<file path="src/rtl/freq_meter_seq.sv">
// Frequency meter measurement sequencer: gated edge counting with three-decade
// auto-ranging, single-shot or continuous operation.
//
// state | meaning
// IDLE  | waiting for start or cont
// GATE  | counting window open, timer running
// EVAL  | one cycle to judge the count and pick the next range
// HOLD  | result held for the display, edges ignored
module freq_meter_seq #(
  parameter int GATE_BASE   = 100000000,
  parameter int HOLD_CYCLES = 50000000,
  parameter int MAX_DISP    = 9999,
  parameter int CNT_W       = 24,
  parameter int FREQ_W      = 14
) (
  input  logic              sysclk,
  input  logic              reset,
  input  logic              sigin,
  input  logic              start,
  input  logic              cont,
  output logic [FREQ_W-1:0] freq,
  output logic [1:0]        range,
  output logic              valid,
  output logic              overflow,
  output logic              gate,
  output logic              busy
);

  localparam int TMR_MAX = (GATE_BASE > HOLD_CYCLES) ? GATE_BASE : HOLD_CYCLES;
  localparam int TMR_W   = $clog2(TMR_MAX + 1);

  localparam logic [TMR_W-1:0]  G0     = TMR_W'(GATE_BASE);
  localparam logic [TMR_W-1:0]  G1     = TMR_W'(GATE_BASE / 10);
  localparam logic [TMR_W-1:0]  G2     = TMR_W'(GATE_BASE / 100);
  localparam logic [TMR_W-1:0]  HOLD_T = TMR_W'(HOLD_CYCLES);
  localparam logic [TMR_W-1:0]  T_ONE  = TMR_W'(1);
  localparam logic [CNT_W-1:0]  MAX_C  = CNT_W'(MAX_DISP);
  localparam logic [CNT_W-1:0]  LOW_C  = CNT_W'((MAX_DISP + 1) / 10);
  localparam logic [CNT_W-1:0]  C_ONE  = CNT_W'(1);
  localparam logic [FREQ_W-1:0] MAX_F  = FREQ_W'(MAX_DISP);

  typedef enum logic [1:0] {IDLE, GATE, EVAL, HOLD} state_t;

  state_t             state, state_nxt;
  logic               s1, s2, s3, rise;
  logic [CNT_W-1:0]   cnt;
  logic [TMR_W-1:0]   timer, gate_len;
  logic [1:0]         range_nxt;
  logic [FREQ_W-1:0]  freq_nxt;
  logic               ovf_nxt, upd, ld_gate, ld_hold;

  // two flops to resynchronise sigin, a third for the rising-edge compare
  always_ff @(posedge sysclk or posedge reset) begin
    if (reset) begin
      s1 <= 1'b0;
      s2 <= 1'b0;
      s3 <= 1'b0;
    end else begin
      s1 <= sigin;
      s2 <= s1;
      s3 <= s2;
    end
  end

  assign rise = s2 & ~s3;

  always_comb begin
    state_nxt = state;
    range_nxt = range;
    freq_nxt  = freq;
    ovf_nxt   = overflow;
    upd       = 1'b0;
    ld_gate   = 1'b0;
    ld_hold   = 1'b0;
    gate      = 1'b0;
    busy      = 1'b1;
    case (state)
      IDLE: begin
        busy = 1'b0;
        if (start || cont) begin
          state_nxt = GATE;
          ld_gate   = 1'b1;
        end
      end
      GATE: begin
        gate = 1'b1;
        if (timer == T_ONE) state_nxt = EVAL;
      end
      EVAL: begin
        if (cnt > MAX_C && range < 2'd2) begin
          // too many edges for this decade: retry immediately one decade coarser
          range_nxt = range + 2'd1;
          state_nxt = GATE;
          ld_gate   = 1'b1;
        end else begin
          upd       = 1'b1;
          state_nxt = HOLD;
          ld_hold   = 1'b1;
          if (cnt > MAX_C) begin
            freq_nxt = MAX_F;
            ovf_nxt  = 1'b1;
          end else begin
            freq_nxt = cnt[FREQ_W-1:0];
            ovf_nxt  = 1'b0;
            if (cnt < LOW_C && range != 2'd0) range_nxt = range - 2'd1;
          end
        end
      end
      HOLD: begin
        if (timer == T_ONE) begin
          state_nxt = cont ? GATE : IDLE;
          ld_gate   = cont;
        end
      end
      default: state_nxt = IDLE;
    endcase
  end

  // the window length follows the range that the coming gate will use
  always_comb begin
    case (range_nxt)
      2'd0:    gate_len = G0;
      2'd1:    gate_len = G1;
      default: gate_len = G2;
    endcase
  end

  always_ff @(posedge sysclk or posedge reset) begin
    if (reset) begin
      state    <= IDLE;
      timer    <= '0;
      cnt      <= '0;
      range    <= 2'd0;
      freq     <= '0;
      overflow <= 1'b0;
      valid    <= 1'b0;
    end else begin
      state    <= state_nxt;
      range    <= range_nxt;
      freq     <= freq_nxt;
      overflow <= ovf_nxt;
      valid    <= upd;
      if (ld_gate)             timer <= gate_len;
      else if (ld_hold)        timer <= HOLD_T;
      else if (timer != '0)    timer <= timer - T_ONE;
      if (ld_gate)             cnt <= '0;
      else if (state == GATE && rise && cnt != '1) cnt <= cnt + C_ONE;
    end
  end

endmodule

</file>
<file path="config.mk">
export PLATFORM = sky130hd
export DESIGN_NAME = freq_meter_seq
export DESIGN_NICKNAME = d
export VERILOG_FILES = /design/src/rtl/freq_meter_seq.sv
export SDC_FILE = /design/constraint.sdc
export NUM_CORES = 1
export LEC_CHECK = 0
export ABC_AREA = 1
export CORE_MARGIN = 5
export CORE_UTILIZATION = 54
export DETAILED_ROUTE_END_ITERATION = 10
export GPL_ROUTABILITY_DRIVEN = 0
export PLACE_DENSITY = 0.76
export SKIP_LAST_GASP = 1
export SYNTH_ARGS = -nofsm -noshare
export SYNTH_HDL_FRONTEND = slang
export SYNTH_SLANG_ARGS = --single-unit
</file>
<file path="constraint.sdc">
create_clock -name sysclk -period 2.15 [get_ports sysclk]
set_input_delay 0.43 -clock sysclk [delete_from_list [all_inputs] [get_ports sysclk]]
set_output_delay 0.43 -clock sysclk [all_outputs]
set_load 0.01 [all_outputs]
</file>
## Yosys cells after proc, flatten, opt, wreduce, memory -nomap -nowiden

Cells that the tools add are included.

- Add/subtract/negate cells: 4
- Multiply operators: 0
- Div/mod/pow operators: 0
- $lt $le $gt $ge: 3
- Equality and inequality tests: 9
- Shifts and indexed selects: 0
- Muxes and demuxes: 26
- Bitwise logic cells: 3
- Reductions and logical operators: 13

Operators by type and width:

| kind | count |
|---|---|
| $mux W27 | 3 |
| $pmux W27 S2 | 1 |
| $mux W24 | 2 |
| $eq A27 B1 Y1 const B | 1 |
| $reduce_bool A27 Y1 | 1 |
| $sub A27 B1 Y27 const B | 1 |
| $add A24 B1 Y24 const B | 1 |
| $gt A24 B14 Y1 const B | 1 |
| $lt A24 B10 Y1 const B | 1 |
| $ne A24 B24 Y1 const B | 1 |
| $mux W2 | 8 |
| $mux W14 | 1 |
| $mux W1 | 9 |
| $pmux W2 S4 | 1 |
| $ne A2 B2 Y1 const B | 3 |
| $eq A2 B1 Y1 const B | 2 |
| $eq A2 B2 Y1 const B | 2 |
| $logic_and A1 B1 Y1 | 4 |
| $logic_not A2 Y1 | 2 |
| $reduce_bool A2 Y1 | 2 |
| $pmux W1 S3 | 1 |
| $reduce_and A3 Y1 | 1 |
| $reduce_bool A3 Y1 | 1 |
| $add A2 B1 Y2 const B | 1 |
| other kinds (6) | 7 |

- Flip-flop bits (word level): 74
- Bits in latches: 0
- RAM bits: 0
- ROM bits: 0
- Bits of input ports: 5
- Output and inout bits: 20
- Memories kept: 0

## Longest topological paths before layout

- Word-level depth: 9
- Mapped depth: 14
- Mapped depth without buffers: 14

## Worst setup path after synthesis

Ideal clock, no wire load.

- Path kind: register to register
- Start: reg timer[0]
- End: reg timer[22]
- Data arrival time: 1.764 ns
- Slack: 0.267 ns
- Stages on the path, launching flop included: 13
- Buffers on the path: 0
- Period minus slack after synthesis: 1.883 ns
- Cells stage by stage: dfrtp_1 -> inv_1 -> ha_1 -> inv_1 -> nor3_1 -> nand3_1 -> nor2_1 -> nand2_1 -> nor2_1 -> nand2_1 -> nand2_1 -> nor2_1 -> o21a_1

- Cells in the longest elaborated chain, start to end: 4
- Elaborated cells between the ends (all ways): 9
- Classes of those cells: 1 x add/sub; 1 x eq/ne; 5 x mux; 2 x reduce/logical

Ends and longest elaborated chain:

| element | RTL line | source |
|---|---|---|
| start: declaration | 47 | `logic [TMR_W-1:0] timer, gate_len;` |
| start signal: assignment | 143 | `if (ld_gate) timer <= gate_len;` |
| start signal: assignment | 145 | `else if (timer != '0) timer <= timer - T_ONE;` |
| $sub A27 B1 Y27 / $eq A27 B1 Y1 (equally long branches) | 145, 110 |  |
| $mux W27 / $mux W1 (equally long branches) | 145, 110 |  |
| $mux W27 / $pmux W1 S3 (equally long branches) | 144, 77 |  |
| $mux W27 / $reduce_bool A3 Y1 (equally long branches) | n/a |  |

Parallel ways exist; a longest one is shown, timed or not. The select of a mux whose other input is x is not followed.
A chain may end at the register's enable or synchronous reset.

## Worst setup path after layout

- Start: reg cnt[14]
- End: reg cnt[2]

- Cells in the longest elaborated chain, start to end: 5
- Elaborated cells between the ends (all ways): 8
- Classes of those cells: 1 x order compare; 1 x eq/ne; 3 x mux; 3 x reduce/logical

Ends and longest elaborated chain:

| element | RTL line | source |
|---|---|---|
| start: declaration | 46 | `logic [CNT_W-1:0] cnt;` |
| start signal: assignment | 147 | `else if (state == GATE && rise && cnt != '1) cnt <= cnt + C_ONE;` |
| $gt A24 B14 Y1 | 90 | `if (cnt > MAX_C && range < 2'd2) begin` |
| $logic_and A1 B1 Y1 | 90 |  |
| $mux W1 | 90 |  |
| $pmux W1 S3 | 77 | `case (state)` |
| $mux W24 / $reduce_bool A2 Y1 (equally long branches) | n/a |  |

Parallel ways exist; a longest one is shown, timed or not.

==> run metrics <==
num rows=31; Setup TNS=0 ps; number of global-route vias before repair=3543; FF-to-FF Start=cnt[14]$_DFFE_PP0P_; crit start category=flop; pre-CTS worst setup slack=103 ps; Post-synth EDFFs=0; worst path required time=2410 ps; total gr overflow=0; initial antenna violation count=0; final worst path period share=0.932; syn nets=555; Cell Area, Synth=4130 um2; fraction of layout cells with a size suffix above 1=0.114; Top-Level Pins=25; CP Max Fanout=19; residual DRC count=0; most frequent cell after synthesis=nand2_1; r2r endpoint=cnt[2]$_DFFE_PP0P_; Initial Utilization=0.563; synthesized instance count=545; cell depth of the worst min-delay path=0; core area=7330 um2; number of diodes=0; placed cell count=676; Sink Count=74; top cells by count, synth=nand2_1, nor2_1, dfrtp_1; Worst Setup End Kind=flop; Area Growth Syn to Fin=18.5%; CTS Root Cell=clkbuf_8; Detail Route Antenna Nets=0; Reg2Reg Setup Slack=150 ps; final worst slack=147 ps; H-tree levels=3; fin nets=601; die extent in x=97.4 um; non-filler cells, final=695; asr flop ratio synth=1.00; Final Setup Violations=0; clock buffer depth=2; Iteration-0 DRC Markers=230; largest net degree at the start of global routing=31; min-delay src=s1$_DFF_PP0_; largest area contributor in the netlist=dfrtp_1; endpoints failing hold=0; WHS Endpoint=s2$_DFF_PP0_; Hold/Removal Path Class=reg -> reg; top cell type's share of synthesized area=0.449; Clock transition at path regs=80 ps; Fmax=499 MHz; status=completed; Least-Margin Pin Slew=469 ps; WL final=9710 um; I/O Buffers=24; top_reg_cell synth=dfrtp_1; peak supply drop=0.395 mV; drt pass-1 iters=6; CTS Hold Bufs=0; Synth cell types=36; sequential-to-total area share from yosys stat=0.449; CTS tree=done; Max Slew Vio Count=0; Leakage=0.00237 uW; Syn. warnings=0; TritonCTS buffer count=9; Fill cells=610; Total GRT Usage=0.211; Synth Register Bits=74; number of cells on the worst reg-to-reg path=10; kind of critical path=reg -> reg; global-route wire length before repair=16300 um; Worst Skew=6.91 ps; WL/cell=14.0 um; worst path arrival time=2270 ps; die area=9490 um2; Max-Cap Viols=0; unrepaired setup endpoints after global routing=no; die height=97.4 um; ranking of synthesized cells by area=dfrtp_1, nand2_1, nor2_1; worst skew pair latency=350 ps; DR vias/cell=5.37; pwr dens=590 nW/um2; relative slew slack=0.687; Detailed Place HPWL=7280 um; routed via count=3735; Tmin final=2000 ps; mean post-synth cell area=7.57 um2
[per-stage QoR]
stage	cell area [um2]	hold slack, ps	total power, uW	utilization
detailed placement	4580	337	1680	0.625
CTS	4810	356	2910	0.656
finish	4890	353	2880	0.667
floorplan	4130	331	1620	-
global placement	4580	334	1680	0.625
global route	4890	367	3000	0.667
[critical path: stages (launching register included)]
cell and delay (ps):
dfrtp_1 420, nor2_1 260, nand2_1 80, inv_1 60
nand2_1 50, nor2_1 150, nand2_2 110, nand3_2 120
nand3b_2 180, buf_4 270, nor3b_1 220
[registers in the layout (all words and copies together), names as in the netlist]
| signal | count |
|---|---|
| s1 | 1 |
| s3 | 1 |
| freq | 14 |
| timer | 27 |
| range | 2 |
| cnt | 24 |
| state | 2 |
| overflow | 1 |
| s2 | 1 |
| valid | 1 |
[final cells by class]
class / count / area [um2] / area share
multi-input combinational: 397 / 2030 / 0.415
clock inverter: 6 / 88.8 / 0.0182
timing repair buffer: 41 / 393 / 0.0803
tap: 99 / 124 / 0.0253
inverter: 68 / 264 / 0.0540
sequential: 74 / 1850 / 0.379
clock buffer: 10 / 138 / 0.0281
[placed cells by master (no fill, tap or decap), types with 2 or more instances in the layout]
master and instances:
nand3_2 3, bufinv_16 2, xor2_1 17, or2_2 2, nand2_1 124, nand3_1 38, nor3_2 4, inv_2 2
ha_1 5, o22a_1 2, xnor2_1 12, nor2_1 95, clkinvlp_4 3, a21oi_1 23, nor4_1 6, inv_1 63
buf_12 2, nand4_1 9, buf_4 15, nor3_1 7, dfrtp_1 74, clkdlybuf4s50_1 24, nand3b_1 2, inv_4 2
o21ai_0 18, nor2_2 7, clkbuf_8 10, nand2_2 8, o21a_1 2
[cells by family (layout without fill, tap and decap cells)]
| group | count (synthesis) | after routing | synth area share |
|---|---|---|---|
| flops | 74 | 74 | 0.449 |
| compound gates | 51 | 51 | 0.0685 |
| xor+xnor | 29 | 29 | 0.0615 |
| fa+ha+maj | 5 | 5 | 0.0152 |
| buf+inv | 74 | 125 | 0.0718 |
| simple gates | 312 | 312 | 0.334 |
[how the worst max path moves through the flow]
| stage | cells after the start | endpoint | slack, ps | start |
|---|---|---|---|---|
| final | 10 | cnt[2]$_DFFE_PP0P_ | 150 | cnt[14]$_DFFE_PP0P_ |
| after global routing | 12 | timer[22]$_DFFE_PP0P_ | 0.8 | timer[0]$_DFFE_PP0P_ |
| after CTS | 12 | timer[22]$_DFFE_PP0P_ | 60 | timer[0]$_DFFE_PP0P_ |
| after detailed placement | 12 | timer[22]$_DFFE_PP0P_ | 100 | timer[0]$_DFFE_PP0P_ |
| after global placement | 10 | cnt[10]$_DFFE_PP0P_ | 120 | cnt[16]$_DFFE_PP0P_ |
| after floorplan | 12 | timer[22]$_DFFE_PP0P_ | 270 | timer[0]$_DFFE_PP0P_ |
[layer usage]
layer | vias up | track usage | routed length (um)
met5 | - | 0 | 0
met4 | 0 | 0.0671 | 143
met3 | 13 | 0.0617 | 727
met2 | 133 | 0.316 | 4360
met1 | 1758 | 0.294 | 4470
li1 | 1831 | - | -
[where the power goes]
part | internal, uW | switching [uW]
Combinational | 59.5 | 132
Sequential | 1430 | 33.9
Clock | 687 | 538
[what timing repair did]
action	4_1_cts	5_1_grt
setup buffers	0	3
resized for setup	0	16
setup endpoints to repair	0	40
No activity file was read; power rests on OpenSTA's default activity.
